<file path="src/rtl/dfr_readout_engine.sv">
// DFR multi-output readout layer: Z[r][c] = sum_k X[r][k] * W[c][k].
// Streams X/W from BRAMs with a tagged read pipeline, scales the accumulator
// by FRAC_BITS, saturates into DATA_WIDTH and writes one Z element per pass.
//
// state   | meaning
// --------+----------------------------------------------------------
// S_IDLE  | waiting for start; addresses hold their last value
// S_FETCH | issuing x/y addresses for k = 0..K-1, accumulating returns
// S_DRAIN | no new addresses, collecting the last MEM_LATENCY returns
// S_WRITE | z_wen high for one element, step to next column/row
// S_DONE  | one-cycle done pulse, back to idle
module dfr_readout_engine #(
    parameter int ADDR_WIDTH        = 17,
    parameter int DATA_WIDTH        = 32,
    parameter int NUM_VIRTUAL_NODES = 100,
    parameter int MAX_OUTPUTS       = 4,
    parameter int MEM_LATENCY       = 1,
    parameter int ACC_WIDTH         = 64,
    parameter int FRAC_BITS         = 16,
    localparam int OW               = $clog2(MAX_OUTPUTS + 1)
) (
    input  logic                  clk,
    input  logic                  rst,
    input  logic                  start,
    input  logic [ADDR_WIDTH-1:0] num_rows,
    input  logic [OW-1:0]         num_outputs,
    output logic                  busy,
    output logic                  done,
    output logic                  sat_flag,
    output logic [ADDR_WIDTH-1:0] x_addr,
    input  logic [DATA_WIDTH-1:0] x_data,
    output logic [ADDR_WIDTH-1:0] y_addr,
    input  logic [DATA_WIDTH-1:0] y_data,
    output logic [ADDR_WIDTH-1:0] z_addr,
    output logic [DATA_WIDTH-1:0] z_data,
    output logic                  z_wen
);

    localparam int CNT_MAX = (NUM_VIRTUAL_NODES > MEM_LATENCY) ? NUM_VIRTUAL_NODES : MEM_LATENCY;
    localparam int CW      = $clog2(CNT_MAX + 1);

    localparam logic [CW-1:0]         K_LAST    = CW'(NUM_VIRTUAL_NODES - 1);
    localparam logic [CW-1:0]         L_LAST    = CW'(MEM_LATENCY - 1);
    localparam logic [ADDR_WIDTH-1:0] K_REWIND  = ADDR_WIDTH'(NUM_VIRTUAL_NODES - 1);
    localparam logic [OW-1:0]         C_MAX     = OW'(MAX_OUTPUTS);
    localparam logic [DATA_WIDTH-1:0] Z_POS_MAX = {1'b0, {(DATA_WIDTH-1){1'b1}}};
    localparam logic [DATA_WIDTH-1:0] Z_NEG_MIN = {1'b1, {(DATA_WIDTH-1){1'b0}}};

    typedef enum logic [2:0] {S_IDLE, S_FETCH, S_DRAIN, S_WRITE, S_DONE} state_t;

    state_t                        state;
    logic [CW-1:0]                 cnt;
    logic [ADDR_WIDTH-1:0]         rows_q;
    logic [OW-1:0]                 cols_q;
    logic [ADDR_WIDTH-1:0]         r;
    logic [OW-1:0]                 c;
    logic [ADDR_WIDTH-1:0]         z_idx;
    logic signed [ACC_WIDTH-1:0]   acc;
    logic [MEM_LATENCY-1:0]        vpipe;

    logic [OW-1:0]                 cols_in;
    logic signed [2*DATA_WIDTH-1:0] prod;
    logic signed [ACC_WIDTH-1:0]   acc_next;
    logic signed [ACC_WIDTH-1:0]   acc_shift;
    logic [ACC_WIDTH-DATA_WIDTH:0] acc_hi;
    logic                          ovf;
    logic [DATA_WIDTH-1:0]         z_sat;

    // Requested column count clamped to what the engine supports.
    assign cols_in = (num_outputs > C_MAX) ? C_MAX : num_outputs;

    // Datapath: full signed product, tagged accumulate, scale and saturate.
    // Overflow is detected when the bits above the Z sign bit are not all copies of it.
    assign prod      = $signed(x_data) * $signed(y_data);
    assign acc_next  = vpipe[MEM_LATENCY-1] ? (acc + ACC_WIDTH'(prod)) : acc;
    assign acc_shift = acc_next >>> FRAC_BITS;
    assign acc_hi    = acc_shift[ACC_WIDTH-1:DATA_WIDTH-1];
    assign ovf       = !((&acc_hi) || !(|acc_hi));
    assign z_sat     = ovf ? (acc_shift[ACC_WIDTH-1] ? Z_NEG_MIN : Z_POS_MAX)
                           : acc_shift[DATA_WIDTH-1:0];

    // Valid tags follow each issued address so returns line up with BRAM latency.
    always_ff @(posedge clk or posedge rst) begin
        if (rst) begin
            vpipe <= '0;
        end else begin
            vpipe[0] <= (state == S_FETCH);
            for (int i = 1; i < MEM_LATENCY; i++) begin
                vpipe[i] <= vpipe[i-1];
            end
        end
    end

    // Sequencing FSM with registered outputs; the final return is folded in
    // on the DRAIN->WRITE edge so z_data is valid exactly while in WRITE.
    always_ff @(posedge clk or posedge rst) begin
        if (rst) begin
            state    <= S_IDLE;
            cnt      <= '0;
            rows_q   <= '0;
            cols_q   <= '0;
            r        <= '0;
            c        <= '0;
            z_idx    <= '0;
            acc      <= '0;
            busy     <= 1'b0;
            done     <= 1'b0;
            sat_flag <= 1'b0;
            x_addr   <= '0;
            y_addr   <= '0;
            z_addr   <= '0;
            z_data   <= '0;
            z_wen    <= 1'b0;
        end else begin
            case (state)
                S_IDLE: begin
                    done <= 1'b0;
                    if (start) begin
                        rows_q   <= num_rows;
                        cols_q   <= cols_in;
                        sat_flag <= 1'b0;
                        r        <= '0;
                        c        <= '0;
                        z_idx    <= '0;
                        acc      <= '0;
                        if (num_rows == '0 || cols_in == '0) begin
                            state <= S_DONE;
                            done  <= 1'b1;
                        end else begin
                            state  <= S_FETCH;
                            busy   <= 1'b1;
                            x_addr <= '0;
                            y_addr <= '0;
                            cnt    <= K_LAST;
                        end
                    end
                end
                S_FETCH: begin
                    acc <= acc_next;
                    if (cnt == '0) begin
                        state <= S_DRAIN;
                        cnt   <= L_LAST;
                    end else begin
                        cnt    <= cnt - 1'b1;
                        x_addr <= x_addr + 1'b1;
                        y_addr <= y_addr + 1'b1;
                    end
                end
                S_DRAIN: begin
                    acc <= acc_next;
                    if (cnt == '0) begin
                        state  <= S_WRITE;
                        z_wen  <= 1'b1;
                        z_addr <= z_idx;
                        z_data <= z_sat;
                        if (ovf) begin
                            sat_flag <= 1'b1;
                        end
                    end else begin
                        cnt <= cnt - 1'b1;
                    end
                end
                S_WRITE: begin
                    z_wen <= 1'b0;
                    acc   <= '0;
                    z_idx <= z_idx + 1'b1;
                    cnt   <= K_LAST;
                    // Addresses sit at base+K-1 here: +1 steps to the next base,
                    // -(K-1) rewinds to the current base.
                    if (c == cols_q - 1'b1) begin
                        c <= '0;
                        if (r == rows_q - 1'b1) begin
                            state <= S_DONE;
                            busy  <= 1'b0;
                            done  <= 1'b1;
                        end else begin
                            state  <= S_FETCH;
                            r      <= r + 1'b1;
                            x_addr <= x_addr + 1'b1;
                            y_addr <= '0;
                        end
                    end else begin
                        state  <= S_FETCH;
                        c      <= c + 1'b1;
                        x_addr <= x_addr - K_REWIND;
                        y_addr <= y_addr + 1'b1;
                    end
                end
                S_DONE: begin
                    done  <= 1'b0;
                    state <= S_IDLE;
                end
                default: begin
                    state <= S_IDLE;
                end
            endcase
        end
    end

endmodule

</file>
<file path="config.mk">
export PLATFORM = sky130hd
export DESIGN_NAME = dfr_readout_engine
export DESIGN_NICKNAME = d
export VERILOG_FILES = /design/src/rtl/dfr_readout_engine.sv
export SDC_FILE = /design/constraint.sdc
export NUM_CORES = 2
export LEC_CHECK = 0
export ABC_AREA = 1
export CAP_MARGIN = 30
export CORE_MARGIN = 2
export CORE_UTILIZATION = 45
export DETAILED_ROUTE_END_ITERATION = 6
export PLACE_DENSITY_LB_ADDON = 0.08
export SETUP_SLACK_MARGIN = 0.5
export SYNTH_ARGS = -nofsm -noshare
export SYNTH_HDL_FRONTEND = slang
export SYNTH_SLANG_ARGS = --single-unit
</file>
<file path="constraint.sdc">
create_clock -name clk -period 12.1 [get_ports clk]
set_input_delay 3.63 -clock clk [delete_from_list [all_inputs] [get_ports clk]]
set_output_delay 3.63 -clock clk [all_outputs]
set_load 0.01 [all_outputs]
</file>
==> flow_metrics.env <==
export IMPL_outcome="finished clean"
export IMPL_setup_viol=0
export IMPL_rows=127
export IMPL_cp_arrival_ps=11780
export IMPL_fin_ws_ps=817
export IMPL_grt_overflow=0
export IMPL_final_fill_count=11800
export IMPL_cpMaxStageDelayCell="fa_1"
export IMPL_gp_congestion=0.959
export IMPL_drt_iter0_drc=2627
export IMPL_core_sq_um=119000
export IMPL_cts_tree="done"
export IMPL_fin_area_sq_um=60300
export IMPL_cp_max_fo=19
export IMPL_h_tree_depth=1
export IMPL_slew_viol_final=0
export IMPL_synth_top_cell_by_area="fa_1"
export IMPL_dieHeight_um=351
export IMPL_synthCells=6876
export IMPL_synth_edf_count=0
export IMPL_fin_setup_tns_ps=0
export IMPL_grt_max_degree=109
export IMPL_grt_usage_pct=26.3
export IMPL_hpwl_um=132000
export IMPL_clock_latency_ps=570
export IMPL_numPortBuffers=173
export IMPL_antenna_found_initial=4
export IMPL_worstPathRequired_ps=12590
export IMPL_cts_root_buf="clkbuf_16"
export IMPL_worst_pin_slew_ps=940
export IMPL_place_ws_ps=-58.5
export IMPL_synthArstFlopShare_pct=100
export IMPL_antenna_cells=0
export IMPL_die_w_um=351
export IMPL_vias_per_cell=4.84
export IMPL_dr_pass1_iters=7
export IMPL_drc=0
export IMPL_drtAntennaViolNets=0
export IMPL_cts_buffers=27
export IMPL_clockBufferDepth=3
export IMPL_relSlewSlack_pct=36.7
export IMPL_finalCritPeriodShare_pct=93.3
export IMPL_die_area_sq_um=123000
export IMPL_synth_area_leaders="fa_1 (45%), inv_1 (14%), nand2_1 (13%)"
export IMPL_yosysTopAreaCellShare_pct=44.8
export IMPL_synth_main_ff_cell="dfrtp_1"
export IMPL_clk_pin_slew_worst_paths_ps=60
export IMPL_syn_to_final_growth_pct=11.7
export IMPL_ioPinCount=174
export IMPL_start_util_pct=45.2
export IMPL_synth_cell_types=52
export IMPL_ctsHoldBuffers=0
export IMPL_holdCritPathClass="reg -> reg"
export IMPL_seq_area_frac_synth_pct=10.1
export IMPL_worst_setup_path_end_kind="flop"
export IMPL_final_hold_violation_count=0
export IMPL_max_stage_delay_ps=540
export IMPL_path_class="in -> reg"
export IMPL_grt_pass1_vias=44400
export IMPL_syn_nets=8400
export IMPL_synth_avg_cell_area_sq_um=7.86
export IMPL_max_cap_violations=0
export IMPL_routedWlPerCell_um=18.0
export IMPL_rsz0062_at_grt="no"
export IMPL_skew_ps=15.5
export IMPL_yosys_warnings=0
export IMPL_dpl_instance_area_sq_um=58800
export IMPL_nNetsFinal=8520
export IMPL_dr_total_vias=41700
export IMPL_post_route_util_pct=50.5
export IMPL_drive_above_1_share_pct=5.56
export IMPL_min_period_ps=11280
export IMPL_ys_seq_elements=219
export IMPL_grt_pass1_wl_um=250000
export IMPL_wirelength_um=155000
export IMPL_cp_start_kind="primary input"
export IMPL_fmax_ghz=0.0886
export IMPL_synthesis_area_sq_um=54000
export IMPL_clock_sinks=219
## logic make-up after synthesis
logic type	count (synthesis)	share of synthesized area (%)
buffers and inverters	2340	16.4
XOR/XNOR	119	1.93
multiplexers	1	0.0185
adder cells (fa/ha/maj)	1437	50.1
AO/OA/AOI/OAI	361	3.85
AND/OR/NAND/NOR	2399	17.6
flip-flops	219	10.1
## metal layers
metal	GRT usage (%)	part of all wire [%]
met1	36.5	44
met2	43.8	48
met3	3.24	5.6
met4	6.37	2.7
met5	0	0.017
## timing repair
item | 4_1_cts | 5_1_grt
gates resized for setup | 2 | 103
setup buffers | 0 | 10
gates cloned | 0 | 4
setup endpoints to repair | 1 | 35
pin swaps | 0 | 14
## critical path, delay by kind of cell
| kind | cells | cell delay, ps |
|---|---|---|
| adder cells (fa/ha/maj) | 9 | 4460 |
| buffers and inverters | 12 | 1580 |
| AND/OR/NAND/NOR | 8 | 1000 |
| AO/OA/AOI/OAI | 4 | 790 |
| XOR/XNOR | 1 | 270 |
## final cells by class
class                           instances  area [sq um]  area share, %
Multi-Input combinational cell       4317         40000           66.4
Inverter                             2088          7850           13.0
Sequential cell                       219          5480           9.08
Timing Repair Buffer                  343          4010           6.65
Tap cell                             1612          2020           3.34
Clock buffer                           43           846           1.40
Clock inverter                          6          97.6          0.162
## flip-flops by register name, summed over array words and instances (netlist names), 3 cells and up
register  count
z_addr       17
cnt           7
r            17
cols_q        3
acc          64
z_idx        17
c             3
x_addr       17
state         3
rows_q       17
z_data       32
y_addr       17
## layout by cell type (no fill, tap or decap), types with 24 or more instances in the layout
master / instances
a21oi_1: 71
a21oi_2: 34
buf_12: 71
buf_4: 88
clkbuf_16: 31
clkdlybuf4s50_1: 168
dfrtp_1: 218
fa_1: 1206
ha_1: 207
inv_1: 2076
nand2_1: 1886
nand2_2: 24
nand3_1: 110
nand4_1: 26
nor2_1: 217
nor2_2: 39
nor3_1: 29
o21ai_0: 162
o22ai_1: 42
xnor2_1: 46
xor2_1: 73
## path summary, 6_finish.rpt
check                           slack (ps)         end  cells after the start      start
worst max-delay path                   820  z_data[26]                     34  y_data[8]
worst min-delay path                   480       z_wen                      2      z_wen
worst max register to register        4280  z_data[13]                     36    acc[19]
worst min register to register         480       z_wen                      2      z_wen
max in group asynchronous             7030   y_addr[3]                      3        rst
min in group asynchronous             3640  z_addr[14]                      2        rst
## stage by stage
stage / hold slack, ps / instances
finish: 483 / 8628
floorplan: 453 / 6876
detailed placement: 470 / 8565
global route: 506 / 8628
global placement: 465 / 8564
CTS: 487 / 8614
## synth_stat cells (4+ instances only)
cell and instances:
nor4_1 14, o22ai_1 42, a211oi_1 5, nor2_2 18, buf_1 5, nor2_1 248
nand4_1 26, o21ai_1 12, fa_1 1210, or2_2 13, nand2_2 15, a22o_1 4
and3_1 6, nor3_1 31, o21ai_0 163, buf_6 7, o31ai_1 10, clkbuf_1 231
nand3_2 6, a21oi_1 76, buf_2 7, inv_2 6, ha_1 227, dfrtp_1 219
nand3_1 114, xnor2_1 46, nand2_1 1898, xor2_1 73, a21oi_2 30, inv_1 2079
Power is left out: the tool's default activity adds up to more than one toggle a clock period on the data nets, which glitch-free logic cannot reach.
